$ cat src/rtl/sdram_line_arbiter_if.sv
// Signal bundle between the line arbiter, the VGA line-fill engine, the CPU word port and the SDRAM controller.
// The master modport is the arbiter's view; slave is the view of the surrounding requesters and controller.
interface sdram_line_arbiter_if;
    logic        line_req;
    logic [23:0] line_addr;
    logic        line_grant;
    logic [15:0] line_data;
    logic        line_valid;
    logic        line_done;
    logic        cpu_req;
    logic        cpu_we;
    logic [23:0] cpu_addr;
    logic [15:0] cpu_wdata;
    logic [15:0] cpu_rdata;
    logic        cpu_ack;
    logic        mem_cmd_valid;
    logic        mem_cmd_ready;
    logic        mem_cmd_we;
    logic [23:0] mem_cmd_addr;
    logic [8:0]  mem_cmd_len;
    logic [15:0] mem_wdata;
    logic [15:0] mem_rdata;
    logic        mem_rvalid;
    logic [2:0]  arb_state;

    modport master (
        input  line_req, line_addr, cpu_req, cpu_we, cpu_addr, cpu_wdata,
               mem_cmd_ready, mem_rdata, mem_rvalid,
        output line_grant, line_data, line_valid, line_done, cpu_rdata, cpu_ack,
               mem_cmd_valid, mem_cmd_we, mem_cmd_addr, mem_cmd_len, mem_wdata, arb_state
    );

    modport slave (
        output line_req, line_addr, cpu_req, cpu_we, cpu_addr, cpu_wdata,
               mem_cmd_ready, mem_rdata, mem_rvalid,
        input  line_grant, line_data, line_valid, line_done, cpu_rdata, cpu_ack,
               mem_cmd_valid, mem_cmd_we, mem_cmd_addr, mem_cmd_len, mem_wdata, arb_state
    );
endinterface

$ cat src/rtl/sdram_line_arbiter.sv
// Shares the SDRAM command port between chunked video line reads and single CPU words, one CPU access between chunks.
// All outputs registered (read data 1 cycle behind mem_rvalid); commands hold stable while mem_cmd_ready is low.
module sdram_line_arbiter #(
    parameter int LINE_WORDS  = 1024,
    parameter int CHUNK_WORDS = 256
) (
    input  logic                 clk_sys,
    input  logic                 rst,
    sdram_line_arbiter_if.master bus
);
    localparam int              WL_W      = $clog2(LINE_WORDS) + 1;
    localparam logic [WL_W-1:0] LINE_CNT  = WL_W'(LINE_WORDS);
    localparam logic [WL_W-1:0] CHUNK_WL  = WL_W'(CHUNK_WORDS);
    localparam logic [8:0]      CHUNK_LEN = 9'(CHUNK_WORDS);
    localparam logic [23:0]     CHUNK_ADR = 24'(CHUNK_WORDS);

    typedef enum logic [2:0] {
        IDLE      = 3'd0,
        VID_CMD   = 3'd1,
        VID_DATA  = 3'd2,
        CPU_CMD   = 3'd3,
        CPU_RD    = 3'd4,
        VID_DRAIN = 3'd5
    } state_t;

    typedef struct packed {
        logic        we;
        logic [23:0] addr;
        logic [8:0]  len;
        logic [15:0] wdata;
    } cmd_t;

    state_t          state_q, state_d;
    logic [23:0]     vid_addr_q, vid_addr_d;
    logic [WL_W-1:0] words_left_q, words_left_d;
    logic [8:0]      chunk_cnt_q, chunk_cnt_d;
    logic            vid_pending_q, vid_pending_d;
    logic            line_hold_q, line_hold_d;
    logic            done_pend_q, done_pend_d;
    logic            line_grant_q, line_grant_d;
    logic            line_valid_q, line_valid_d;
    logic            line_done_q, line_done_d;
    logic [15:0]     line_data_q, line_data_d;
    logic            cpu_ack_q, cpu_ack_d;
    logic [15:0]     cpu_rdata_q, cpu_rdata_d;
    logic            cmd_valid_q, cmd_valid_d;
    cmd_t            cmd_q, cmd_d;
    cmd_t            cpu_cmd;
    logic            cpu_req_live, accept, ret;

    function automatic cmd_t vid_cmd(input logic [23:0] a);
        vid_cmd = '{we: 1'b0, addr: a, len: CHUNK_LEN, wdata: 16'h0000};
    endfunction

    // cpu_req is still high during its own ack cycle and must not start a second access
    assign cpu_req_live = bus.cpu_req && !cpu_ack_q;
    assign accept       = cmd_valid_q && bus.mem_cmd_ready;
    assign cpu_cmd      = '{we: bus.cpu_we, addr: bus.cpu_addr, len: 9'd1, wdata: bus.cpu_wdata};

    always_comb begin
        state_d       = state_q;
        vid_addr_d    = vid_addr_q;
        words_left_d  = words_left_q;
        chunk_cnt_d   = chunk_cnt_q;
        vid_pending_d = vid_pending_q;
        line_hold_d   = line_hold_q && bus.line_req;
        done_pend_d   = 1'b0;
        line_grant_d  = line_grant_q && !line_done_q;
        line_valid_d  = 1'b0;
        line_done_d   = done_pend_q;
        line_data_d   = line_data_q;
        cpu_ack_d     = 1'b0;
        cpu_rdata_d   = cpu_rdata_q;
        cmd_valid_d   = cmd_valid_q;
        cmd_d         = cmd_q;
        ret           = 1'b0;

        unique case (state_q)
            IDLE: begin
                if (bus.line_req && !line_grant_q && !line_hold_q) begin
                    state_d      = VID_CMD;
                    vid_addr_d   = bus.line_addr;
                    words_left_d = LINE_CNT;
                    line_grant_d = 1'b1;
                    cmd_valid_d  = 1'b1;
                    cmd_d        = vid_cmd(bus.line_addr);
                end else if (cpu_req_live) begin
                    state_d     = CPU_CMD;
                    cmd_valid_d = 1'b1;
                    cmd_d       = cpu_cmd;
                end
            end
            VID_CMD: begin
                if (accept) begin
                    cmd_valid_d = 1'b0;
                    chunk_cnt_d = CHUNK_LEN;
                    if (bus.line_req) begin
                        state_d = VID_DATA;
                    end else begin
                        state_d      = VID_DRAIN;
                        line_grant_d = 1'b0;
                    end
                end else if (!bus.line_req) begin
                    state_d      = IDLE;
                    cmd_valid_d  = 1'b0;
                    line_grant_d = 1'b0;
                end
            end
            VID_DATA: begin
                if (!bus.line_req) begin
                    state_d       = VID_DRAIN;
                    line_grant_d  = 1'b0;
                    vid_pending_d = 1'b0;
                    if (bus.mem_rvalid) begin
                        chunk_cnt_d = chunk_cnt_q - 9'd1;
                        if (chunk_cnt_q == 9'd1) state_d = IDLE;
                    end
                end else if (bus.mem_rvalid) begin
                    line_valid_d = 1'b1;
                    line_data_d  = bus.mem_rdata;
                    chunk_cnt_d  = chunk_cnt_q - 9'd1;
                    if (chunk_cnt_q == 9'd1) begin
                        vid_addr_d   = vid_addr_q + CHUNK_ADR;
                        words_left_d = words_left_q - CHUNK_WL;
                        if (words_left_q == CHUNK_WL) begin
                            state_d     = IDLE;
                            done_pend_d = 1'b1;
                            line_hold_d = 1'b1;
                        end else if (cpu_req_live) begin
                            state_d       = CPU_CMD;
                            vid_pending_d = 1'b1;
                            cmd_valid_d   = 1'b1;
                            cmd_d         = cpu_cmd;
                        end else begin
                            state_d     = VID_CMD;
                            cmd_valid_d = 1'b1;
                            cmd_d       = vid_cmd(vid_addr_q + CHUNK_ADR);
                        end
                    end
                end
            end
            CPU_CMD: begin
                if (accept) begin
                    cmd_valid_d = 1'b0;
                    if (cmd_q.we) begin
                        cpu_ack_d = 1'b1;
                        ret       = 1'b1;
                    end else begin
                        state_d = CPU_RD;
                    end
                end
            end
            CPU_RD: begin
                if (bus.mem_rvalid) begin
                    cpu_rdata_d = bus.mem_rdata;
                    cpu_ack_d   = 1'b1;
                    ret         = 1'b1;
                end
            end
            VID_DRAIN: begin
                if (bus.mem_rvalid) begin
                    chunk_cnt_d = chunk_cnt_q - 9'd1;
                    if (chunk_cnt_q == 9'd1) state_d = IDLE;
                end
            end
            default: state_d = IDLE;
        endcase

        // A line abandoned while the CPU held the port releases its grant here
        if (ret) begin
            vid_pending_d = 1'b0;
            if (vid_pending_q && bus.line_req) begin
                state_d     = VID_CMD;
                cmd_valid_d = 1'b1;
                cmd_d       = vid_cmd(vid_addr_q);
            end else begin
                state_d = IDLE;
                if (vid_pending_q) line_grant_d = 1'b0;
            end
        end
    end

    always_ff @(posedge clk_sys or posedge rst) begin
        if (rst) begin
            state_q       <= IDLE;
            vid_addr_q    <= '0;
            words_left_q  <= '0;
            chunk_cnt_q   <= '0;
            vid_pending_q <= 1'b0;
            line_hold_q   <= 1'b0;
            done_pend_q   <= 1'b0;
            line_grant_q  <= 1'b0;
            line_valid_q  <= 1'b0;
            line_done_q   <= 1'b0;
            line_data_q   <= '0;
            cpu_ack_q     <= 1'b0;
            cpu_rdata_q   <= '0;
            cmd_valid_q   <= 1'b0;
            cmd_q         <= '0;
        end else begin
            state_q       <= state_d;
            vid_addr_q    <= vid_addr_d;
            words_left_q  <= words_left_d;
            chunk_cnt_q   <= chunk_cnt_d;
            vid_pending_q <= vid_pending_d;
            line_hold_q   <= line_hold_d;
            done_pend_q   <= done_pend_d;
            line_grant_q  <= line_grant_d;
            line_valid_q  <= line_valid_d;
            line_done_q   <= line_done_d;
            line_data_q   <= line_data_d;
            cpu_ack_q     <= cpu_ack_d;
            cpu_rdata_q   <= cpu_rdata_d;
            cmd_valid_q   <= cmd_valid_d;
            cmd_q         <= cmd_d;
        end
    end

    assign bus.line_grant    = line_grant_q;
    assign bus.line_valid    = line_valid_q;
    assign bus.line_data     = line_data_q;
    assign bus.line_done     = line_done_q;
    assign bus.cpu_ack       = cpu_ack_q;
    assign bus.cpu_rdata     = cpu_rdata_q;
    assign bus.mem_cmd_valid = cmd_valid_q;
    assign bus.mem_cmd_we    = cmd_q.we;
    assign bus.mem_cmd_addr  = cmd_q.addr;
    assign bus.mem_cmd_len   = cmd_q.len;
    assign bus.mem_wdata     = cmd_q.wdata;
    assign bus.arb_state     = state_q;
endmodule

$ cat src/flat_wrapper.sv
// flat-port wrapper written by rule: the top's interface ports become plain ports
module sdram_line_arbiter_flat 
#(
    parameter int LINE_WORDS  = 1024,
    parameter int CHUNK_WORDS = 256
)
  (clk_sys, rst, bus_line_req, bus_line_addr, bus_cpu_req, bus_cpu_we, bus_cpu_addr, bus_cpu_wdata, bus_mem_cmd_ready, bus_mem_rdata, bus_mem_rvalid, bus_line_grant, bus_line_data, bus_line_valid, bus_line_done, bus_cpu_rdata, bus_cpu_ack, bus_mem_cmd_valid, bus_mem_cmd_we, bus_mem_cmd_addr, bus_mem_cmd_len, bus_mem_wdata, bus_arb_state);
  sdram_line_arbiter_if bus_i ();
  input  logic clk_sys;
  input  logic rst;
  input wire logic [$bits(bus_i.line_req)-1:0] bus_line_req;
  input wire logic [$bits(bus_i.line_addr)-1:0] bus_line_addr;
  input wire logic [$bits(bus_i.cpu_req)-1:0] bus_cpu_req;
  input wire logic [$bits(bus_i.cpu_we)-1:0] bus_cpu_we;
  input wire logic [$bits(bus_i.cpu_addr)-1:0] bus_cpu_addr;
  input wire logic [$bits(bus_i.cpu_wdata)-1:0] bus_cpu_wdata;
  input wire logic [$bits(bus_i.mem_cmd_ready)-1:0] bus_mem_cmd_ready;
  input wire logic [$bits(bus_i.mem_rdata)-1:0] bus_mem_rdata;
  input wire logic [$bits(bus_i.mem_rvalid)-1:0] bus_mem_rvalid;
  output wire logic [$bits(bus_i.line_grant)-1:0] bus_line_grant;
  output wire logic [$bits(bus_i.line_data)-1:0] bus_line_data;
  output wire logic [$bits(bus_i.line_valid)-1:0] bus_line_valid;
  output wire logic [$bits(bus_i.line_done)-1:0] bus_line_done;
  output wire logic [$bits(bus_i.cpu_rdata)-1:0] bus_cpu_rdata;
  output wire logic [$bits(bus_i.cpu_ack)-1:0] bus_cpu_ack;
  output wire logic [$bits(bus_i.mem_cmd_valid)-1:0] bus_mem_cmd_valid;
  output wire logic [$bits(bus_i.mem_cmd_we)-1:0] bus_mem_cmd_we;
  output wire logic [$bits(bus_i.mem_cmd_addr)-1:0] bus_mem_cmd_addr;
  output wire logic [$bits(bus_i.mem_cmd_len)-1:0] bus_mem_cmd_len;
  output wire logic [$bits(bus_i.mem_wdata)-1:0] bus_mem_wdata;
  output wire logic [$bits(bus_i.arb_state)-1:0] bus_arb_state;
  assign bus_i.line_req = bus_line_req;
  assign bus_i.line_addr = bus_line_addr;
  assign bus_i.cpu_req = bus_cpu_req;
  assign bus_i.cpu_we = bus_cpu_we;
  assign bus_i.cpu_addr = bus_cpu_addr;
  assign bus_i.cpu_wdata = bus_cpu_wdata;
  assign bus_i.mem_cmd_ready = bus_mem_cmd_ready;
  assign bus_i.mem_rdata = bus_mem_rdata;
  assign bus_i.mem_rvalid = bus_mem_rvalid;
  assign bus_line_grant = bus_i.line_grant;
  assign bus_line_data = bus_i.line_data;
  assign bus_line_valid = bus_i.line_valid;
  assign bus_line_done = bus_i.line_done;
  assign bus_cpu_rdata = bus_i.cpu_rdata;
  assign bus_cpu_ack = bus_i.cpu_ack;
  assign bus_mem_cmd_valid = bus_i.mem_cmd_valid;
  assign bus_mem_cmd_we = bus_i.mem_cmd_we;
  assign bus_mem_cmd_addr = bus_i.mem_cmd_addr;
  assign bus_mem_cmd_len = bus_i.mem_cmd_len;
  assign bus_mem_wdata = bus_i.mem_wdata;
  assign bus_arb_state = bus_i.arb_state;
  sdram_line_arbiter #(.LINE_WORDS(LINE_WORDS), .CHUNK_WORDS(CHUNK_WORDS)) u_core (.clk_sys(clk_sys), .rst(rst), .bus(bus_i));
endmodule
$ cat config.mk
export PLATFORM = sky130hd
export DESIGN_NAME = sdram_line_arbiter_flat
export DESIGN_NICKNAME = d
export VERILOG_FILES = /design/src/rtl/sdram_line_arbiter_if.sv /design/src/rtl/sdram_line_arbiter.sv /design/src/flat_wrapper.sv
export SDC_FILE = /design/constraint.sdc
export NUM_CORES = 1
export LEC_CHECK = 0
export BUFFER_PORTS_ARGS = -buffer_cell sky130_fd_sc_hd__buf_2
export CORE_UTILIZATION = 50
export DETAILED_ROUTE_END_ITERATION = 8
export GPL_ROUTABILITY_DRIVEN = 1
export PLACE_DENSITY = 0.79
export SETUP_SLACK_MARGIN = 0.1
export SLEW_MARGIN = 20
export SYNTH_ARGS = -nofsm -noshare
export SYNTH_HDL_FRONTEND = slang
export SYNTH_SLANG_ARGS = --single-unit
$ cat constraint.sdc
create_clock -name clk_sys -period 4.66 [get_ports clk_sys]
set_input_delay 0.932 -clock clk_sys [delete_from_list [all_inputs] [get_ports clk_sys]]
set_output_delay 0.932 -clock clk_sys [all_outputs]
set_load 0.01 [all_outputs]
### Yosys cells after proc, flatten, opt, wreduce, memory -nomap -nowiden

Index checks and enable logic that the tools add are counted.

| cells by class | value |
|---|---|
| $add $sub $neg | 3 |
| equal/unequal tests | 26 |
| multiplexer cells | 83 |
| reduce and logical (&&, ||, !) cells | 23 |

Operators with widths:

| cell | count |
|---|---|
| $mux 50 | 9 |
| $pmux 50 s2 | 1 |
| $mux 24 | 4 |
| $mux 3 | 16 |
| $pmux 24 s2 | 1 |
| $mux 11 | 4 |
| $mux 1 | 39 |
| $add 24x9->24 const B | 1 |
| $pmux 11 s2 | 1 |
| $mux 9 | 2 |
| $pmux 3 s6 | 1 |
| $pmux 9 s2 | 1 |
| $ne 3x1->1 const B | 5 |
| $eq 11x9->1 const B | 1 |
| $sub 11x9->11 const B | 1 |
| $ne 2x1->1 const B | 5 |
| $reduce_and 5->1 | 2 |
| $eq 9x1->1 const B | 1 |
| $ne 3x2->1 const B | 3 |
| $reduce_and 9->1 | 1 |
| $sub 9x1->9 const B | 1 |
| $ne 4x2->1 const B | 2 |
| $logic_and 1x1->1 | 7 |
| $eq 3x2->1 const B | 2 |
| other kinds (14) | 24 |

| word-level totals | value |
|---|---|
| register bits after elaboration | 137 |
| bits of input ports | 87 |
| word-level logic and storage cells | 153 |

### Depth between registers and ports, before layout

| depth | value |
|---|---|
| depth after elaboration | 10 |
| depth in mapped cells | 10 |
| depth with buffers taken out | 8 |

### Worst setup path before layout

No wires, ideal clock.

| timing path | value |
|---|---|
| path kind | in2reg |
| start | in bus_cpu_req |
| end | reg u_core.cmd_q, in the netlist u_core.bus.mem_cmd_addr[0] |
| setup time | 0.126 ns |
| arrival | 2.262 ns |
| data required time | 4.534 ns |
| setup slack | 2.272 ns |
| stages | 7 |
| path buffers | 2 |
| cell sequence | nor2b_1 -> buf_2 -> buf_1 -> mux2i_1 -> o221ai_1 -> a221oi_1 -> nor2_1 |

RTL lines:

| item | RTL line | text |
|---|---|---|
| from (decl) | flat_wrapper.sv:13 | `input wire logic [$bits(bus_i.cpu_req)-1:0] bus_cpu_req;` |
| to (signal assigned) | sdram_line_arbiter.sv:215 | `cmd_q <= cmd_d;` |
| to (decl) | sdram_line_arbiter.sv:47 | `cmd_t cmd_q, cmd_d;` |

==> impl_summary.log <==
INFO  metric number_of_vias_per_cell_after_detailed_routing = 5.80
INFO  metric largest_net_degree_at_the_start_of_global_routing = 76
INFO  metric yosys_register_bits = 129
INFO  metric diodes = 0
INFO  metric highest_clock_rate = 0.338 GHz
INFO  metric reg2reg_to = u_core.bus.mem_cmd_addr[2]$_DFF_PP0_
INFO  metric worst_hold_slack = 0.364 ns
INFO  metric vdd_ir_drop_max = 0.000395 V
INFO  metric crit_required = 4.94 ns
INFO  metric antenna_violations_before_repair = 0
INFO  metric final_cell_utilization_of_the_core = 0.639
INFO  metric library_cells_used_by_synthesis = 61
INFO  metric r2r_cells = 7
INFO  metric syn-mean-instance-area = 9.66 um2
INFO  metric seq_area_frac_synth = 0.489
INFO  metric synth-adder-area-share = 0.00948
INFO  metric cts.htree.levels = 4
INFO  metric place.port_buffers = 176
INFO  metric timing.final.crit_share = 0.634
INFO  metric grt_pass1_wl = 28.7 mm
INFO  metric synth_warnings = 0
INFO  metric post-layout-total-power = 5150 uW
INFO  metric die_w = 117 um
INFO  metric timing.slew.headroom = 0.335
INFO  metric dp_cells = 996
INFO  metric final_layout_size_suffix_gt1_frac = 0.311
INFO  metric postCtsSetupRepairBufs = 0
INFO  metric postSynthCellCount = 683
INFO  metric grt.total_usage = 0.275
INFO  metric outcome = finished clean
INFO  metric fill_cells = 1103
INFO  metric critical_path_arrival = 3.24 ns
INFO  metric fin_tns_setup = 0 ns
INFO  metric global_route.overflow_total = 0
INFO  metric clock_sinks = 129
INFO  metric yosys-mux-area-fraction = 0.0774
INFO  metric floorplan.initialDensity = 0.519
INFO  metric finalWorstPathRequiredPeriod = 2.96 ns
INFO  metric place_hpwl = 12.0 mm
INFO  metric startpoint_type = flip-flop
INFO  metric syn_nets = 775
INFO  metric compound_gate_fraction_of_synth_area = 0.192
INFO  metric fp-row-count = 41
INFO  metric wl_per_cell = 17.4 um
INFO  metric worst_hold_path_type = flip-flop to flip-flop
INFO  metric cts_made_buffers = 17
INFO  metric synth_top_family_by_area = compound AO/OA/AOI/OAI gates
INFO  metric rsz0062_at_grt = false
INFO  metric timing_worst_slew_pin_value = 0.996 ns
INFO  metric hold_start = u_core.done_pend_q$_DFF_PP0_
INFO  metric post_cts_hold_fix_bufs = 0
INFO  metric detailedRoute.firstIterationViolations = 541
INFO  metric timing_worst_setup_path_type = flip-flop to flip-flop
INFO  metric synth-async-reset-ratio = 1.00
INFO  metric static-leakage-power = 0.00396 uW
INFO  metric synth_area_leaders = dfrtp_1 49%, mux2_2 5.5%, nor2_1 4.4%, a21oi_1 4.4%, nand2_1 4.3%
INFO  metric postRouteWirelength = 17.9 mm
INFO  metric gp_congestion = 0.824
INFO  metric tritoncts = built
INFO  metric floorplan.die.height = 117 um
INFO  metric r2r_setup_slack = 1.70 ns
INFO  metric coreArea = 12700 um2
INFO  metric synth-simple-area-share = 0.166
INFO  metric layout-area-overhead-vs-synth = 23.2%
INFO  metric first_global_vias = 5732
INFO  metric synth_edf_count = 0
INFO  metric die_area = 13700 um2
INFO  metric synthesis.area = 6600 um2
INFO  metric cellPowerDensity = 634 nW/um2
INFO  metric antenna_left = 0
INFO  metric first_pass_iters = 8
INFO  metric root_buffer = clkbuf_16
INFO  metric hold_viol_final = 0
INFO  metric remaining_design_rule_violation_count = 0
INFO  metric finalClockSkew = 0.00635 ns
INFO  metric finalNetCount = 935
INFO  metric cts.path.max_buffers = 2
INFO  metric worstSkewPairLatency = 0.41 ns
INFO  metric post_cts_resize_count = 0
INFO  metric report.final.setup_viol = 0
INFO  metric synth_commonest_cells = 129 x dfrtp_1, 78 x nor2_1, 75 x nand2_1, 58 x a21oi_1, 44 x o21ai_0
INFO  metric maxSlewViolCount = 0
INFO  metric r2r-start = u_core.bus.arb_state[1]$_DFFE_PP0P_
INFO  metric synth_flop_cell = dfrtp_1
INFO  metric worst_hold_path.num_cells = 0
INFO  metric clk_transition_reported_paths = 0.06 ns
INFO  metric cp_max_fo = 19
INFO  metric register_area = 3230 um2
INFO  metric min_delay_worst_endpoint = u_core.bus.line_done$_DFF_PP0_
INFO  metric synth.top_cell.area_share = 0.489
INFO  metric synthMostInstantiatedCell = dfrtp_1
INFO  metric cap_violations = 0
INFO  metric synth_xor_area_frac = 0.0239
INFO  metric final_cell_count_no_fill = 1027
INFO  metric total_area_of_multi_input_combinational_cells = 3100 um2
INFO  metric synthDominantAreaCellType = dfrtp_1
INFO  metric top_level_ports = 177
INFO  metric route.vias.total = 5955
INFO  metric cp-end-kind = flip-flop
## sequential cells by signal, indices dropped and copies added (netlist names)
register and count:
u_core.bus.mem_cmd_we 1, u_core.line_hold_q 1, u_core.bus.line_done 1, u_core.chunk_cnt_q 9, u_core.bus.cpu_ack 1, u_core.bus.mem_cmd_addr 24, u_core.bus.line_valid 1, u_core.done_pend_q 1
u_core.vid_addr_q 24, u_core.words_left_q 3, u_core.vid_pending_q 1, u_core.bus.cpu_rdata 16, u_core.bus.line_data 16, u_core.bus.mem_cmd_valid 1, u_core.bus.arb_state 3, u_core.bus.mem_cmd_len 9
u_core.bus.mem_wdata 16, u_core.bus.line_grant 1
## logic make-up after synthesis
family                   after synthesis
AO/OA/AOI/OAI                        195
adder cells (fa/ha/maj)                5
AND/OR/NAND/NOR                      231
multiplexers                          47
flip-flops                           129
XOR/XNOR                              18
buffers and inverters                 58
## worst max-delay path, stage by stage (launching register included)
cell       delay [ns]
dfrtp_1          0.74
and4bb_1         0.25
buf_4            0.21
o21bai_4         0.24
and3_1           0.45
buf_4            0.34
a2111oi_0        0.49
nor2_1           0.09
## how the worst max path moves through the flow
stage	cells past startpoint	from	slack (ns)	end
after floorplan	1	rst	0.29	u_core.bus.arb_state[0]$_DFFE_PP0P_
after global placement	7	bus_mem_rvalid	1.52	u_core.bus.mem_wdata[15]$_DFF_PP0_
after detailed placement	7	bus_line_req	1.42	u_core.bus.mem_cmd_addr[22]$_DFF_PP0_
after CTS	7	u_core.bus.arb_state[1]$_DFFE_PP0P_	1.70	u_core.bus.mem_cmd_addr[2]$_DFF_PP0_
after global routing	7	u_core.bus.arb_state[1]$_DFFE_PP0P_	1.46	u_core.bus.mem_cmd_addr[2]$_DFF_PP0_
final	7	u_core.bus.arb_state[1]$_DFFE_PP0P_	1.70	u_core.bus.mem_cmd_addr[2]$_DFF_PP0_
## layer usage
| metal | share of wire | global-route usage | up-vias |
|---|---|---|---|
| li1 | - | - | 2784 |
| met1 | 0.43 | 0.367 | 2862 |
| met2 | 0.46 | 0.430 | 288 |
| met3 | 0.089 | 0.0675 | 21 |
| met4 | 0.018 | 0.118 | 0 |
| met5 | 0 | 0 | - |
## cell usage in the layout (no fill, tap or decap), types with 8 or more instances in the layout
master     instances
buf_4             10
dfrtp_1          129
o21ai_0           44
mux2_2            32
and2_1             9
xor2_1             8
nand2_1           75
mux2i_1           15
clkbuf_16         17
a22oi_1           21
a221oi_1           8
buf_2            176
nand3_1           15
xnor2_1           10
inv_1             12
nor2_1            78
a21oi_1           58
## where the power goes
group | internal, uW | switching (uW) | total [uW]
sequential | 1570 | 421 | 1990
combinational | 824 | 1050 | 1880
clock | 776 | 504 | 1280
total | 3170 | 1980 | 5150
## cell type report
cell class | count | share of cell area
well taps | 172 | 0.0265
repair buffers | 186 | 0.118
multi-input cells | 496 | 0.382
clock buffers | 20 | 0.0574
flip-flops and latches | 129 | 0.397
clock inverters | 11 | 0.0131
inverters | 13 | 0.00631
## per-stage QoR
step                      setup WS [ns]  area (um2)
after floorplan                   0.287        6600
after global placement             1.52        7550
after detailed placement           1.42        7550
after CTS                          1.70        8130
after global routing               1.46        8130
final                              1.70        8130
No activity file was read; power rests on OpenSTA's default activity.
